$ cat config.mk
export PLATFORM = sky130hd
export DESIGN_NAME = uart_rx_fsm_flat
export DESIGN_NICKNAME = d
export VERILOG_FILES = /design/src/rtl/uart_rx_if.sv /design/src/rtl/uart_rx_fsm.sv /design/src/flat_wrapper.sv
export SDC_FILE = /design/constraint.sdc
export NUM_CORES = 1
export LEC_CHECK = 0
export CAP_MARGIN = 20
export CORE_MARGIN = 5
export CORE_UTILIZATION = 45
export DETAILED_ROUTE_END_ITERATION = 10
export PLACE_DENSITY_LB_ADDON = 0.1
export RECOVER_POWER = 50
export SYNTH_ARGS = -nofsm -noshare
export SYNTH_HDL_FRONTEND = slang
export SYNTH_SLANG_ARGS = --single-unit
$ cat constraint.sdc
create_clock -name clk -period 3.2 [get_ports clk]
set_input_delay 0.64 -clock clk [delete_from_list [all_inputs] [get_ports clk]]
set_output_delay 0.64 -clock clk [all_outputs]
set_load 0.05 [all_outputs]
$ cat src/rtl/uart_rx_if.sv
// Serial-side and host-side signals of the oversampling UART receiver.
// master drives the line and frame options; slave is the receiver.
interface uart_rx_if #(
    parameter int DATA_WIDTH = 8
) ();
    logic                  RX_IN;
    logic                  Par_en;
    logic                  Par_typ;
    logic [DATA_WIDTH-1:0] P_DATA;
    logic                  data_valid;
    logic                  par_err;
    logic                  stp_err;
    logic                  busy;

    modport master (
        output RX_IN, Par_en, Par_typ,
        input  P_DATA, data_valid, par_err, stp_err, busy
    );

    modport slave (
        input  RX_IN, Par_en, Par_typ,
        output P_DATA, data_valid, par_err, stp_err, busy
    );
endinterface

$ cat src/rtl/uart_rx_fsm.sv
// Oversampling UART receiver: start qualify, 3-sample majority vote,
// LSB-first deserialize, optional parity, stop check, one-cycle results.
module uart_rx_fsm #(
    parameter int DATA_WIDTH = 8,
    parameter int PRESCALE   = 8
) (
    input  logic      clk,
    input  logic      rst,
    uart_rx_if.slave  rx
);
    localparam int EW = $clog2(PRESCALE);
    localparam int BW = (DATA_WIDTH > 1) ? $clog2(DATA_WIDTH) : 1;

    localparam logic [EW-1:0] T_M1   = EW'(PRESCALE/2 - 1);
    localparam logic [EW-1:0] T_M    = EW'(PRESCALE/2);
    localparam logic [EW-1:0] T_DEC  = EW'(PRESCALE/2 + 1);
    localparam logic [EW-1:0] T_LAST = EW'(PRESCALE - 1);
    localparam logic [BW-1:0] B_LAST = BW'(DATA_WIDTH - 1);

    typedef enum logic [2:0] {
        IDLE,
        STR,
        DATA,
        PAR,
        STP
    } state_t;

    state_t                state;
    logic                  sync1;
    logic                  rx_s;
    logic                  rx_s_d;
    logic [EW-1:0]         edge_cnt;
    logic [BW-1:0]         bit_cnt;
    logic                  smp0;
    logic                  smp1;
    logic                  pen_l;
    logic                  ptyp_l;
    logic                  par_flag;
    logic [DATA_WIDTH-1:0] shreg;
    logic [DATA_WIDTH-1:0] p_data;
    logic                  dv_q;
    logic                  pe_q;
    logic                  se_q;
    logic                  maj;
    logic                  is_dec;
    logic                  is_last;

    // Third sample is the live rx_s at the decision tick.
    assign maj = (smp0 & smp1) | (smp0 & rx_s) | (smp1 & rx_s);
    assign is_dec  = (edge_cnt == T_DEC);
    assign is_last = (edge_cnt == T_LAST);

    always_ff @(posedge clk) begin
        if (rst) begin
            sync1  <= 1'b1;
            rx_s   <= 1'b1;
            rx_s_d <= 1'b1;
        end else begin
            sync1  <= rx.RX_IN;
            rx_s   <= sync1;
            rx_s_d <= rx_s;
        end
    end

    always_ff @(posedge clk) begin
        if (rst) begin
            state    <= IDLE;
            edge_cnt <= '0;
            bit_cnt  <= '0;
            smp0     <= 1'b0;
            smp1     <= 1'b0;
            pen_l    <= 1'b0;
            ptyp_l   <= 1'b0;
            par_flag <= 1'b0;
            shreg    <= '0;
            p_data   <= '0;
            dv_q     <= 1'b0;
            pe_q     <= 1'b0;
            se_q     <= 1'b0;
        end else begin
            dv_q <= 1'b0;
            pe_q <= 1'b0;
            se_q <= 1'b0;
            if (state != IDLE) begin
                edge_cnt <= is_last ? '0 : edge_cnt + 1'b1;
                if (edge_cnt == T_M1) smp0 <= rx_s;
                if (edge_cnt == T_M)  smp1 <= rx_s;
            end
            unique case (state)
                IDLE: begin
                    if (rx_s_d && !rx_s) begin
                        state    <= STR;
                        edge_cnt <= EW'(1);
                        pen_l    <= rx.Par_en;
                        ptyp_l   <= rx.Par_typ;
                        shreg    <= '0;
                        par_flag <= 1'b0;
                    end
                end
                STR: begin
                    if (is_dec && maj) begin
                        state    <= IDLE;
                        edge_cnt <= '0;
                    end else if (is_last) begin
                        state   <= DATA;
                        bit_cnt <= '0;
                    end
                end
                DATA: begin
                    if (is_dec) begin
                        shreg <= (shreg >> 1)
                            | (DATA_WIDTH'(maj) << (DATA_WIDTH - 1));
                    end
                    if (is_last) begin
                        if (bit_cnt == B_LAST) begin
                            state <= pen_l ? PAR : STP;
                        end else begin
                            bit_cnt <= bit_cnt + 1'b1;
                        end
                    end
                end
                PAR: begin
                    if (is_dec) par_flag <= maj ^ (^shreg) ^ ptyp_l;
                    if (is_last) state <= STP;
                end
                STP: begin
                    // Rest of the stop bit is treated as idle line.
                    if (is_dec) begin
                        state    <= IDLE;
                        edge_cnt <= '0;
                        bit_cnt  <= '0;
                        se_q     <= ~maj;
                        pe_q     <= par_flag;
                        if (maj && !par_flag) begin
                            dv_q   <= 1'b1;
                            p_data <= shreg;
                        end
                    end
                end
                default: state <= IDLE;
            endcase
        end
    end

    assign rx.P_DATA     = p_data;
    assign rx.data_valid = dv_q;
    assign rx.par_err    = pe_q;
    assign rx.stp_err    = se_q;
    assign rx.busy       = (state != IDLE);
endmodule

$ cat src/flat_wrapper.sv
// flat-port wrapper written by rule: the top's interface ports become plain ports
module uart_rx_fsm_flat 
#(
    parameter int DATA_WIDTH = 8,
    parameter int PRESCALE   = 8
)
  (clk, rst, rx_RX_IN, rx_Par_en, rx_Par_typ, rx_P_DATA, rx_data_valid, rx_par_err, rx_stp_err, rx_busy);
  uart_rx_if #(.DATA_WIDTH(DATA_WIDTH)) rx_i ();
  input  logic clk;
  input  logic rst;
  input wire logic [$bits(rx_i.RX_IN)-1:0] rx_RX_IN;
  input wire logic [$bits(rx_i.Par_en)-1:0] rx_Par_en;
  input wire logic [$bits(rx_i.Par_typ)-1:0] rx_Par_typ;
  output wire logic [$bits(rx_i.P_DATA)-1:0] rx_P_DATA;
  output wire logic [$bits(rx_i.data_valid)-1:0] rx_data_valid;
  output wire logic [$bits(rx_i.par_err)-1:0] rx_par_err;
  output wire logic [$bits(rx_i.stp_err)-1:0] rx_stp_err;
  output wire logic [$bits(rx_i.busy)-1:0] rx_busy;
  assign rx_i.RX_IN = rx_RX_IN;
  assign rx_i.Par_en = rx_Par_en;
  assign rx_i.Par_typ = rx_Par_typ;
  assign rx_P_DATA = rx_i.P_DATA;
  assign rx_data_valid = rx_i.data_valid;
  assign rx_par_err = rx_i.par_err;
  assign rx_stp_err = rx_i.stp_err;
  assign rx_busy = rx_i.busy;
  uart_rx_fsm #(.DATA_WIDTH(DATA_WIDTH), .PRESCALE(PRESCALE)) u_core (.clk(clk), .rst(rst), .rx(rx_i));
endmodule
== After elaboration in Yosys (flattened, before gate mapping) ==
Cells that the tools add are included.
Word-level totals
  register bits after elaboration: 36
  input bits: 5
  output and inout bits: 12
  word-level logic and storage cells: 96
Operators by class
  equal/unequal tests: 20
  mux-type cells: 27
  bitwise operators: 11
  reductions and logical operators: 20
  add/subtract/negate cells: 2
Operators with widths (number)
  two-way mux 3 bit: 17
  one-hot mux 3 bit (3 select lines): 2
  two-way mux 8 bit: 2
  inequality test 2 x 1 -> 1 bit, second input constant: 8
  one-hot mux 8 bit (2 select lines): 1
  equality test 3 bit, second input constant: 5
  one-hot mux 3 bit (5 select lines): 1
  AND reduction 6 bit: 2
  equality test 3 x 2 -> 1 bit, second input constant: 3
  AND reduction 3 bit: 3
  bitwise OR 7 x 8 -> 8 bit: 1
  XOR reduction 8 bit: 1
  adder 3 x 1 -> 3 bit, second input constant: 2
  AND reduction 2 bit: 3
  nonzero test 3 bit: 2
  inequality test 2 bit, second input constant: 2
  nonzero test 2 bit: 2
  AND 1 bit: 3
  equality test 3 x 1 -> 1 bit, second input constant: 1
  logical AND 1 bit: 3
  zero test 3 bit: 1
  two-way mux 1 bit: 3
  inequality test 3 x 1 -> 1 bit, second input constant: 1
  NOT 1 bit: 3
  5 further kinds: 8

== Logic depth before layout (Yosys ltp) ==
  word-level depth: 7
  gate-level depth with buffers: 7
  mapped depth without buffers: 7

== Worst setup path after synthesis ==
OpenSTA, ideal clock, no wires.
  path kind: register to output
  start: register u_core.state[1]
  end: output port rx_busy
  stages on the path, launching flop included: 4
  data arrival time: 1.190 ns
  slack: 1.370 ns
  cell sequence: dfxtp_1 buf_2 nor3_1 inv_1
On the way
  longest elaborated chain between the ends: 1
RTL lines
  start, declared: line uart_rx_fsm.sv:28  | state_t state;
  start signal, assigned: line uart_rx_fsm.sv:116  | state <= pen_l ? PAR : STP;
  nonzero test 3 bit: line uart_rx_fsm.sv:149  | assign rx.busy = (state != IDLE);
  end, declared: line flat_wrapper.sv:18  | output wire logic [$bits(rx_i.busy)-1:0] rx_busy;
Every way passes these cells.

== Worst setup path after layout ==
Same ends and word-level chain as after synthesis.

==> impl_results.md <==
* Total power divided by cell area at around 470 nW/um^2
* Global routing usage summed across all routing layers at approximately 14%
* Global-route congestion overflow total at 0
* First-pass GRT wire length at 5.73 mm
* Routed vias/inst at 5.28
* Post-layout minimum cycle time at 2.96 ns
* Critical Path RT at 2.56 ns
* Detailed-route wire length at 3.37 mm
* Most frequent cells in the layout: dfxtp_1, nand2_1, nor2_1, a21oi_1
* CTS hold repair buffers at 0
* Post-Syn Instances at between 150 and 200
* Worst Clk Skew at around 0.0055 ns
* Vias after detailed routing at 1368
* Hold violation count in the final report at 0
* Worst path arrival time at around 2.3 ns
* Post-place setup slack at between 0.5 and 0.6 ns
* Floorplan row count at 22
* Slack of the critical path at 0.239 ns
* Final core area utilization at between 50 and 60%
* Total iterations of the first detailed-routing run at 4
* Portion of total power attributed to the clock network at a little under half
* Asr flop ratio synth at 0%
* Total Power at 938 uW
* Number of antenna violations at the first check in global routing at 0
* First-iteration detailed-routing DRC count at 120
* Remaining max-slew budget at the tightest pin at about three fifths
* Worst vdd rail ir drop at approximately 0.26 mV
* Die span in x at ~70 um
* Result of the run: finished clean
* Total CTS buffers at 5
* Initial cell density of the core at 46.8%
* Number of nets in the finished design at 222
* Routability congestion estimate at 0.951
* Total nets after synthesis at 208
* Setup Viol. Count Final at 0
* Clock tree buffer depth at 2
* Most frequently used flop master after synthesis: dfxtp_1
* Slowest cell delay on critical path at 0.76 ns
* Net switching fraction of the power at between 20% and 30%
* Maximum fanout encountered on the critical timing path at 17
* Final Hold Slack at about 0.41 ns
* Sequential cell area fraction in the yosys report at a little over two fifths
* Die Ht at 71.7 um
* Most frequent standard cell in the layout excluding fill and tap cells: dfxtp_1
* Yosys warnings at 0
* Largest delay share family, worst path: buffers and inverters
* Highest attainable clock frequency at 338 MHz
* Post-route antenna net violation count at 0
* WL per Instance at roughly 13 um
* Register bit count reported by yosys at 36
* Leakage at 0.765 nW
* Proportion of power drawn by flip-flops and latches at between 40% and 50%
* Ratio of final minimum period to clock period at about 93%
* Slew of the pin with the lowest slew margin at ~0.58 ns
* Clock input transition at the sequential cells of the worst setup and hold paths at around 0.070 ns
* Count of input and output buffers at 16
* Core area at ~3700 sq um
* Kind of path behind the tightest hold check: reg2reg
* Design internal power at between 700 and 800 uW
* Class of the most critical setup path: reg2out
* Clk root buf: clkbuf_8
* Slowest-stage cell, CP: clkdlybuf4s50_1
* Number of distinct library cells after synthesis at 38
* N_diodes at 0
* Setup repair after global routing missed its margin: false
* Clock latency of the later-clocked register in the worst-skew pair at about 0.28 ns
* Buffer count from post-CTS setup fixing at 0
* Post-synthesis cell area at between 1500 and 2000 sq um
* Comb power frac at 5.0%
* Fraction of final layout cells sized beyond drive strength 1 at 8.06%
* Total count of max-transition violations in the final report at 0
* Vias in the first global route at 1275
* Critical path startpoint category: flop
* Die Area at between 5000 and 6000 sq um
* Net Switching at about 190 uW
* Synthesis-to-layout area growth at 17.2%
* Num ports at 17
* DRC violation count after routing at 0
* Number of instances resized during post-cts repair at 0
* CTS tree: done
* Final-layout setup total negative slack at 0 ns
* Pin count of the biggest net entering global routing at 18
* Number of synthesized flops with an enable pin at 0
* Detailed Place HPWL at about 2.5 mm
* Cell-by-cell listing of the critical path: nor3_1, inv_1, clkdlybuf4s50_1
* CP Capture Type: output pin
* Deepest level of the CTS H-tree at 2
* Count of fill cells added during filler insertion at around 330
* Number of buffer and inverter stages on the critical path at 2
* Count of clock tree sinks at 36
* Max Cap Viol at 0
* Mean instance size in the synthesized netlist at slightly below 9 sq um
## layer usage
metal | vias up | global-route usage, % | share of wire, %
li1 | 703 | - | -
met1 | 639 | 17.6 | 47
met2 | 20 | 22.6 | 47
met3 | 6 | 4.49 | 4.0
met4 | 0 | 5.43 | 1.4
met5 | - | 0 | 0
## worst paths after layout
kind / startpoint / cells after the start / end / slack (ns)
worst max register to register: u_core.edge_cnt[0] / 6 / u_core.bit_cnt[0] / 1.18
worst max-delay path: u_core.state[1] / 3 / rx_busy / 0.24
worst min register to register: u_core.sync1 / 1 / u_core.rx_s / 0.41
worst min-delay path: u_core.sync1 / 1 / u_core.rx_s / 0.41
## state kept, by name, summed over array words and instances (netlist names), 3 cells and up
name and cells:
u_core.shreg 8, u_core.edge_cnt 3, u_core.rx.P_DATA 8, u_core.bit_cnt 3, u_core.state 3
## stage by stage
step                      cell area, sq um  instances
after global placement                1880        251
after CTS                             2010        259
after floorplan                       1710        196
after detailed placement              1880        251
final                                 2010        259
after global routing                  2010        259
## power by group through the flow
stage | sequential (mW) | clock, mW | combinational, mW
after floorplan | 0.467 | 0 | 0.0356
after global placement | 0.470 | 0 | 0.0467
final | 0.460 | 0.431 | 0.0466
after detailed placement | 0.470 | 0 | 0.0478
after CTS | 0.460 | 0.441 | 0.0478
after global routing | 0.461 | 0.457 | 0.0520
## cell type report
cell class / count / area (sq um) / share of cell area (%)
Timing Repair Buffer: 17 / 164 / 8.17
Inverter: 5 / 18.8 / 0.936
Multi-Input combinational cell: 145 / 916 / 45.7
Clock inverter: 1 / 30.0 / 1.50
Tap cell: 48 / 60.1 / 2.99
Clock buffer: 7 / 96.3 / 4.80
Sequential cell: 36 / 721 / 35.9
## synthesized netlist by cell type (2+ instances only)
| cell | count | share of area (%) |
|---|---|---|
| or3_1 | 4 | 1.5 |
| or2_2 | 3 | 1.1 |
| nor2_1 | 17 | 3.7 |
| buf_2 | 3 | 0.88 |
| xor2_1 | 3 | 1.5 |
| buf_6 | 2 | 1.3 |
| clkbuf_1 | 5 | 1.1 |
| nor2b_1 | 3 | 1.1 |
| nor3b_1 | 2 | 0.88 |
| nor3_1 | 4 | 1.2 |
| a211oi_1 | 2 | 0.88 |
| a31oi_1 | 2 | 0.73 |
| dfxtp_1 | 36 | 42 |
| inv_1 | 5 | 1.1 |
| nand2_1 | 22 | 4.8 |
| o21ai_0 | 15 | 4.4 |
| or4_1 | 2 | 0.88 |
| nand3_1 | 7 | 2.0 |
| ha_1 | 7 | 5.1 |
| xnor2_1 | 7 | 3.6 |
| nand2b_1 | 3 | 1.1 |
| mux2i_1 | 10 | 5.8 |
| a21oi_1 | 17 | 5.0 |
## worst register-to-register path: stages (launching register included)
cell     delay, ns
dfxtp_1       0.41
ha_1          0.23
nand2_1       0.29
a21oi_1       0.27
nor2_1        0.13
or4_1         0.50
a21oi_1       0.12
## kinds of logic (layout without fill, tap and decap cells)
group,after synthesis,after routing,synth area share [%]
DFF,36,36,42.1
AOI/OAI and AO/OA,43,43,15.0
xor gates and xnor gates,10,10,5.12
buffers and inverters,15,30,4.39
adders and majority gates,8,8,5.92
muxes,10,10,5.85
and+or+nand+nor,74,74,21.6
(Power assumes the default switching activity.)
